## config.mk

```make
export PLATFORM = sky130hd
export DESIGN_NAME = rgb_to_grayscale_unit
export DESIGN_NICKNAME = d
export VERILOG_FILES = /design/src/rtl/gray_pkg.sv /design/src/rtl/gray_weight_mac.sv /design/src/rtl/rgb_to_grayscale_unit.sv
export SDC_FILE = /design/constraint.sdc
export NUM_CORES = 1
export LEC_CHECK = 0
export CORE_ASPECT_RATIO = 0.5
export CORE_UTILIZATION = 60
export CTS_CLUSTER_SIZE = 12
export DETAILED_ROUTE_END_ITERATION = 12
export PLACE_DENSITY = 0.81
export SLEW_MARGIN = 20
export SYNTH_ARGS = -nofsm -noshare
export SYNTH_HDL_FRONTEND = slang
export SYNTH_SLANG_ARGS = --single-unit
```

## constraint.sdc

```tcl
create_clock -name clk -period 5.4 [get_ports clk]
set_clock_uncertainty 0.15 [all_clocks]
set_input_delay 0.81 -clock clk [delete_from_list [all_inputs] [get_ports clk]]
set_output_delay 0.81 -clock clk [all_outputs]
set_load 0.1 [all_outputs]
```

## src/rtl/gray_pkg.sv

```systemverilog
// Shared definitions for the RGB-to-luma path and the downstream grayscale store.
// Weights are Q0.8 BT.601 luma coefficients and must sum to exactly 256.
package gray_pkg;
    localparam int DW    = 8;
    localparam int W_R   = 77;
    localparam int W_G   = 150;
    localparam int W_B   = 29;
    localparam int ROUND = 128;

    typedef logic [DW-1:0] luma_t;

    typedef struct packed {
        luma_t r;
        luma_t g;
        luma_t b;
    } rgb_t;
endpackage

```

## src/rtl/gray_weight_mac.sv

```systemverilog
// Stage-1 weighted products of one RGB pixel, followed by the rounding adder.
// Products are only loaded on a valid pixel, so junk on idle cycles never enters.
module gray_weight_mac
    import gray_pkg::*;
#(
    parameter int W_R = gray_pkg::W_R,
    parameter int W_G = gray_pkg::W_G,
    parameter int W_B = gray_pkg::W_B
) (
    input  logic  clk,
    input  logic  rst,
    input  logic  load,
    input  rgb_t  pixel,
    output luma_t luma
);
    // A 9-bit weight covers the degenerate case of a single weight equal to 256.
    localparam int PW = DW + 9;
    localparam int SW = DW + 11;

    logic [PW-1:0] prod_r;
    logic [PW-1:0] prod_g;
    logic [PW-1:0] prod_b;
    logic [SW-1:0] sum;
    logic          unused_sum_bits;

    always_ff @(posedge clk or negedge rst) begin
        if (!rst) begin
            prod_r <= '0;
            prod_g <= '0;
            prod_b <= '0;
        end else if (load) begin
            prod_r <= PW'(pixel.r) * PW'(W_R);
            prod_g <= PW'(pixel.g) * PW'(W_G);
            prod_b <= PW'(pixel.b) * PW'(W_B);
        end
    end

    // With weights summing to 256 the rounded total stays below 2^(DW+8).
    assign sum  = SW'(prod_r) + SW'(prod_g) + SW'(prod_b) + SW'(ROUND);
    assign luma = sum[DW+7:8];

    assign unused_sum_bits = ^{sum[SW-1:DW+8], sum[7:0]};
endmodule

```

## src/rtl/rgb_to_grayscale_unit.sv

```systemverilog
// Two-stage streaming RGB-to-luma converter: one pixel per clock, no backpressure.
// cam_done_i qualifies the pixel (there is no ready); done_o flags a new grayscale_o.
module rgb_to_grayscale_unit
    import gray_pkg::*;
#(
    parameter int DW  = gray_pkg::DW,
    parameter int W_R = gray_pkg::W_R,
    parameter int W_G = gray_pkg::W_G,
    parameter int W_B = gray_pkg::W_B
) (
    input  logic          clk,
    input  logic          rst,
    input  logic [DW-1:0] red_i,
    input  logic [DW-1:0] green_i,
    input  logic [DW-1:0] blue_i,
    input  logic          cam_done_i,
    output logic [DW-1:0] grayscale_o,
    output logic          done_o
);
    if (W_R + W_G + W_B != 256) begin : g_bad_weights
        $error("rgb_to_grayscale_unit: W_R + W_G + W_B must equal 256");
    end
    if (DW != gray_pkg::DW) begin : g_bad_width
        $error("rgb_to_grayscale_unit: DW must match gray_pkg::DW");
    end

    rgb_t  pixel;
    luma_t mac_luma;
    logic  v1;

    assign pixel = '{r: red_i, g: green_i, b: blue_i};

    gray_weight_mac #(
        .W_R (W_R),
        .W_G (W_G),
        .W_B (W_B)
    ) u_mac (
        .clk   (clk),
        .rst   (rst),
        .load  (cam_done_i),
        .pixel (pixel),
        .luma  (mac_luma)
    );

    // grayscale_o holds through gaps; only done_o tells the consumer it is new.
    always_ff @(posedge clk or negedge rst) begin
        if (!rst) begin
            v1          <= 1'b0;
            done_o      <= 1'b0;
            grayscale_o <= '0;
        end else begin
            v1     <= cam_done_i;
            done_o <= v1;
            if (v1) begin
                grayscale_o <= mac_luma;
            end
        end
    end
endmodule

```

Word-level counts from Yosys, hierarchy flattened
Cells that the tools add are included.
W data, S select, Z words.
- reductions and logical operators: 0
- divide/modulo/power cells: 0
- order comparisons: 0
- bitwise operators: 0
- add/subtract/negate cells: 3
- equal/unequal tests: 0
- shift operators: 0
- multipliers: 3
- multiplexer cells: 0
- operators by type and width (cell ; number):
    $mul A8 B7 Y15 const B ; 2
    $add A15 B16 Y16 ; 1
    $add A16 B13 Y16 ; 1
    $add A16 B8 Y16 const B ; 1
    $mul A8 B5 Y13 const B ; 1
- memories kept: 0
- output and inout bits: 9
- word-level logic and storage cells: 12
- bits in latches: 0
- bits in writable memories: 0
- ROM bits: 0
- register bits: 53

Logic depth before layout (Yosys ltp)
Gate-level depths: netlist of the first run.
- depth after elaboration: 3
- gate-level depth with buffers: 14

Hierarchy
Synthesis of the first run repeated with hierarchy kept, for this count alone.
- cell total of the unflattened synthesis: 609
- area, all modules: 5935.7 sq um
- by module, submodules not included (module ; cells each ; area an instance (sq um) ; sequential area each (sq um) ; times used):
    gray_weight_mac ; 590 ; 5554.1 ; 1076.0 ; 1
    rgb_to_grayscale_unit ; 19 ; 381.6 ; 250.2 ; 1

Worst setup path before layout of the first run
No wires, ideal clock.
- path kind: input to register
- from: input blue_i[1]
- to: register u_mac.prod_b[11]
- setup time: 0.131 ns
- setup slack: 1.349 ns
- data required time: 5.119 ns
- stages on the path: 13
- arrival time: 3.769 ns
- cells stage by stage: inv_1 > fa_1 > inv_1 > ha_1 > fa_1 > ha_1 > a21o_1 > a21o_1 > a21o_1 > a21o_1 > a21oi_1 > nor4b_1 > or3_1
- longest elaborated chain between the ends: 1
- RTL lines (element ; RTL line ; text):
    start: declaration ; rgb_to_grayscale_unit.sv:15 ; input logic [DW-1:0] blue_i,
    $mul A8 B5 Y13 ; gray_weight_mac.sv:34 ; prod_b <= PW'(pixel.b) * PW'(W_B);
    end signal: assignment ; gray_weight_mac.sv:34 ;
    end: declaration ; gray_weight_mac.sv:22 ; logic [PW-1:0] prod_b;
No other way between the ends.
A chain may end at the register's enable or synchronous reset.

Worst setup path in the final report of the first run
Ends and elaborated chain as after synthesis.

==> results of run 1 <==
==> path summary, 6_finish.rpt <==
kind / startpoint / end / cells after the start
worst max-delay path: blue_i[1] / u_mac.prod_b[11] / 14
worst min-delay path: u_mac.prod_r[11] / u_mac.prod_r[11] / 2
worst max register to register: u_mac.prod_b[5] / grayscale_o[7] / 12
worst min register to register: u_mac.prod_r[11] / u_mac.prod_r[11] / 2
min in group asynchronous: rst / u_mac.prod_b[3] / 2
max in group asynchronous: rst / grayscale_o[4] / 2
==> layer usage <==
| metal | vias to the layer above | wire length, um | global-route usage |
|---|---|---|---|
| met5 | - | 0 | 0 |
| li1 | 2034 | - | - |
| met2 | 76 | 4860 | 0.399 |
| met4 | 0 | 111 | 0.0604 |
| met3 | 10 | 383 | 0.0307 |
| met1 | 1992 | 5340 | 0.333 |
==> kinds of logic after synthesis <==
family / after synthesis / synth area share
DFF: 53 / 0.231
xor gates and xnor gates: 27 / 0.0411
adders and majority gates: 163 / 0.404
and+or+nand+nor: 79 / 0.0696
AOI/OAI and AO/OA: 111 / 0.133
buffers and inverters: 132 / 0.0861
muxes: 19 / 0.0359
==> state kept, by name (all words and copies together), names as in the netlist <==
signal        count
u_mac.prod_g     15
u_mac.prod_r     15
u_mac.prod_b     13
grayscale_o       8
done_o            1
v1                1
==> worst min-delay path, stage by stage (launching register included) <==
cell	delay, ns
dfrtp_1	0.35
nand2_1	0.05
o31ai_1	0.05
==> layout make-up <==
cell class / count / share of cell area
multi-input combinational: 399 / 0.618
sequential: 53 / 0.209
inverter: 122 / 0.0720
timing repair buffer: 37 / 0.0559
tap: 117 / 0.0230
clock buffer: 6 / 0.0203
clock inverter: 2 / 0.00216
==> report_power, final <==
group          total (mW)  switching (mW)  internal, mW  leakage (nW)
clock network       0.318           0.145         0.173        0.0712
registers           0.624          0.0708         0.553         0.630
logic                2.68            1.53          1.15          2.68
total                3.62            1.74          1.88          3.38
==> placed cells by master, fill, tap and decap left out, drive strengths merged, types with 3 or more instances in the layout <==
cell type      Yosys  layout
o31ai              3       3
nor3               4       4
fa                38      38
or3                7       7
nand4              3       3
ha               125     125
a21oi             26      26
buf                4       4
dfrtp             53      53
xnor2             15      15
inv              122     123
xor2              12      12
o21bai             5       5
o21ai             31      31
nand3b             3       3
clkdlybuf4s50      0      33
mux2i              6       6
mux2              13      13
o211ai             7       7
clkbuf             6       6
a211oi             6       6
nand2             30      30
o2111ai            3       3
o21a               4       4
nand3              4       4
a21o              13      13
nor2              16      16
==> through the flow <==
stage	hold slack [ns]	std cells	worst slack [ns]	utilization
finish	0.338	736	0.881	0.706
global route	0.370	736	0.677	0.706
CTS	0.345	736	0.872	0.706
detailed placement	0.316	728	0.575	0.690
global placement	0.312	728	0.657	0.690
floorplan	0.202	584	1.35	-
==> flow_summary.json, run 1 <==
{
  "track_usage": 0.238,
  "maxCapViolCount": 0,
  "ant_nets": 0,
  "synthFlopType": "dfrtp_1",
  "area_growth_pct": 10.5,
  "tritoncts": "built",
  "fmax_mhz": 221,
  "clock_sinks": 53,
  "initialDrtViolationCount": 202,
  "synth_fp_nets": 774,
  "cp.arrival_ns": 4.54,
  "dp_hpwl_mm": 8.64,
  "coreArea_sq_um": 9010,
  "cp_cell_sequence": "clkdlybuf4s50_1, inv_1, fa_1, inv_1, ha_1, fa_1, ha_1, a21o_1, a21o_1, a21o_1, a21o_1, a21oi_1, nor4b_1, or3_1",
  "avgSynthCellArea_sq_um": 9.85,
  "path_common_cell": "a21o_1",
  "synth_top_area_frac": 0.272,
  "reg2reg_slack_ns": 2.11,
  "initial_utilization": 0.639,
  "ys_warn_count": 0,
  "fill_cells": 668,
  "synth_commonest_cells": "ha_1 (125), inv_1 (122), dfrtp_1 (53)",
  "hold_path.class": "reg -> reg",
  "vias": 4112,
  "peakVddDrop_mv": 0.354,
  "die-area_sq_um": 10000,
  "grt_pass1_wl_mm": 18.8,
  "multi_input_area_sq_um": 3930,
  "tns_ns": 0,
  "wirelength_mm": 10.7,
  "synth-seq-area-share": 0.231,
  "grt_max_degree": 69,
  "worst_pin_slew_ns": 0.973,
  "syn_area_sq_um": 5750,
  "clockBufferDepth": 2,
  "synth-edff-count": 0,
  "fin_crit_ns": 4.52,
  "drc": 0,
  "cts_buffers": 5,
  "hold_violations": 0,
  "crit_path_max_incr_delay_ns": 0.54,
  "async_flop_share": 1.00,
  "antenna_found_initial": 0,
  "path_delay_family": "adder cells",
  "grt_overflow_total": 0,
  "placedInstanceArea_sq_um": 6220,
  "p_leak_nw": 3.38,
  "yosysUniqueCellTypes": 50,
  "path_clk_slew_ns": 0.07,
  "cts_hold_buffers": 0,
  "grt_pass1_vias": 4063,
  "path_buf_inv": 3,
  "post-synth-top-count-cell": "ha_1",
  "yosys.area.top_type": "ha_1",
  "drive_gt1_frac": 0.0533,
  "ys_top_cells_by_area": "ha_1 (27%), dfrtp_1 (23%), fa_1 (13%), inv_1 (8.0%), o21ai_0 (2.7%)",
  "fin_area_sq_um": 6360,
  "power_mw": 3.62,
  "io_pins": 36,
  "gp_congestion": 0.860,
  "portBuffers": 35,
  "antenna_cells": 0,
  "status": "finished clean",
  "setup.worst_path.end_class": "register",
  "finalCritPeriodShare": 0.837,
  "worstPathRequired_ns": 5.42,
  "num_rows": 24,
  "die_width_um": 140,
  "postCtsSetupBuffers": 0,
  "routedWlPerCell_um": 14.5,
  "setup_viol": 0,
  "cts_resized": 0,
  "ys_ff_latch": 53,
  "first_pass_iters": 4,
  "rsz0062_at_grt": "no",
  "start_kind": "input port",
  "num-nets-final": 808,
  "relSlewSlack": 0.349,
  "slowest_stage": "clkdlybuf4s50_1",
  "powerDensity_nw_per_um2": 570,
  "synth_cells": 584,
  "clkLatencyLatePin_ns": 0.29,
  "die_y_um": 71.2,
  "cts_root_buffer": "clkbuf_16",
  "regArea_sq_um": 1330,
  "critical_path_class": "in -> reg",
  "vias_per_cell": 5.59,
  "critPathMaxFanout": 4,
  "htree_num_levels": 2,
  "maxSlewViolCount": 0
}
(Power assumes the default switching activity.)
==> run 2, diff against run 1 <==
- CORE_UTILIZATION: 60 -> 55
- PLACE_DENSITY: 0.81 -> 0.78
- clock period: 5.4 -> 3.7 ns (I/O delays scaled with it)
==> flow_summary.json, run 2 (synthesis gave the netlist of run 1 again) <==
{
  "crit_path_max_incr_delay_ns": 0.56,
  "top_layer_used": "met4",
  "vias_per_cell": 5.45,
  "start_kind": "input port",
  "relSlewSlack": 0.352,
  "fmax_mhz": 271,
  "met3WireLength_um": 574,
  "clock_sinks": 53,
  "path_clk_slew_ns": 0.07,
  "hold_violations": 0,
  "maxCapViolCount": 0,
  "grt_max_degree": 41,
  "htree_num_levels": 2,
  "die_y_um": 74.3,
  "clkLatencyLatePin_ns": 0.29,
  "place_inst": 818,
  "p_leak_nw": 3.81,
  "route.met2.wl_mm": 6.45,
  "fill_cells": 678,
  "coreArea_sq_um": 9790,
  "cts_hold_buffers": 0,
  "die_width_um": 147,
  "fin_crit_ns": 3.69,
  "die-area_sq_um": 10900,
  "ant_nets": 0,
  "drc": 0,
  "routedWlPerCell_um": 15.9,
  "grt_overflow_total": 0,
  "track_usage": 0.255,
  "worst_pin_slew_ns": 0.968,
  "portBuffers": 35,
  "status": "finished clean",
  "drive_gt1_frac": 0.218,
  "slowest_stage": "fa_1",
  "setup.worst_path.end_class": "register",
  "clockBufferDepth": 2,
  "peakVddDrop_mv": 0.542,
  "wl_met1_mm": 5.87,
  "antenna_cells": 0,
  "cp_cell_sequence": "clkdlybuf4s15_1, ha_1, ha_1, inv_1, fa_1, inv_1, ha_4, ha_4, a21o_1, nand2_1, o211ai_1, a41o_1, xor2_1, mux2_4",
  "most-common-layout-cells": "inv_1 (112), ha_1 (111), buf_4 (78)",
  "cts_root_buffer": "clkbuf_16",
  "gp_congestion": 0.840,
  "setup_ws_ns": 0.0145,
  "io_pins": 36,
  "critPathMaxFanout": 4,
  "tns_ns": 0,
  "antenna_found_initial": 0,
  "dp_hpwl_mm": 9.56,
  "maxSlewViolCount": 0,
  "powerDensity_nw_per_um2": 820,
  "mostFrequentLayoutCell": "inv_1",
  "area_growth_pct": 25.1,
  "initial_utilization": 0.588,
  "reg.largest.list": "u_mac.prod_g x15, u_mac.prod_r x15, u_mac.prod_b x13",
  "worstPathRequired_ns": 3.73,
  "finalCritPeriodShare": 0.996,
  "place_ws_ns": -0.603,
  "first_pass_iters": 6,
  "num-nets-final": 885,
  "vias": 4531,
  "fin_cells": 831,
  "grt_pass1_wl_mm": 21.8,
  "tritoncts": "built",
  "wirelength_mm": 13.2,
  "setup_viol": 0,
  "grt_pass1_vias": 4699,
  "critical_path_class": "in -> reg",
  "cts_buffers": 5,
  "initialDrtViolationCount": 213,
  "cp.arrival_ns": 3.72,
  "hold_path.class": "in -> async",
  "post-route-util": 0.735,
  "num_rows": 25
}
[run 2: changes by cell type in the layout (fill, tap and decap cells not counted), moves of 4 or more]
| cell | change |
|---|---|
| buf_4 | +76 |
| clkdlybuf4s50_1 | -15 |
| ha_1 | -14 |
| ha_4 | +14 |
| inv_1 | -10 |
| inv_2 | +10 |
| dlygate4sd2_1 | +6 |
| a21oi_1 | -5 |
| o21ai_0 | -5 |
| a21oi_2 | +4 |
| dlymetal6s2s_1 | +4 |
[run 2: through the flow]
stage | hold slack, ns | power [mW] | instance area, sq um
2_1_floorplan | 0.109 | 4.07 | 5780
3_3_place_gp | 0.313 | 4.94 | 6810
3_5_place_dp | 0.325 | 5.12 | 6810
4_1_cts | 0.269 | 5.77 | 7090
5_1_grt | 0.321 | 6.43 | 7200
6_report | 0.233 | 5.90 | 7200
[run 2: layer usage]
metal | global-route usage | vias to the layer above
met5 | 0 | -
met4 | 0.0741 | 0
met3 | 0.0319 | 31
met2 | 0.476 | 125
met1 | 0.319 | 2181
li1 | - | 2194
[run 2: power breakdown]
part	leakage, nW	total [mW]	internal, mW	switching, mW
Sequential	0.630	0.917	0.807	0.110
Combinational	3.11	4.52	2.05	2.47
Clock	0.0712	0.466	0.253	0.213
[run 2: worst paths after layout]
kind,from,slack (ns),end,depth (start not counted)
setup / recovery,green_i[5],0.01,u_mac.prod_g[14],14
max in group asynchronous,rst,2.41,u_mac.prod_g[9],2
setup reg to reg,u_mac.prod_g[5],0.36,grayscale_o[6],12
hold reg to reg,grayscale_o[1],0.36,grayscale_o[1],1
min in group clk,grayscale_o[1],0.36,grayscale_o[1],1
hold / removal,rst,0.23,u_mac.prod_b[2],1
[run 2: cell type report]
cell class / count / area, sq um / share of cell area
Tap cell: 135 / 169 / 0.0235
Inverter: 122 / 458 / 0.0636
Sequential cell: 53 / 1330 / 0.184
Clock inverter: 2 / 13.8 / 0.00191
Timing Repair Buffer: 114 / 925 / 0.128
Multi-Input combinational cell: 399 / 4180 / 0.580
Clock buffer: 6 / 129 / 0.0179
[run 2: timing repair]
action	in CTS	in global routing
pin swaps	21	25
gates resized for setup	37	31
endpoints found under the hold margin	0	0
setup endpoints to repair	17	13
buffers inserted	1	4
[run 2: worst max-delay path: cells and delay by family]
family / cells / cell delay, ns
mux: 1 / 0.26
xor+xnor: 1 / 0.14
compound gates: 3 / 0.55
simple gates: 1 / 0.08
buf+inv: 3 / 0.42
fa+ha+maj: 5 / 1.70
==> run 3, diff against run 2 <==
- CAP_MARGIN: default -> 20
==> results of run 3 <==
Same layout as run 2: the final DEF is identical, and so are final timing and power.
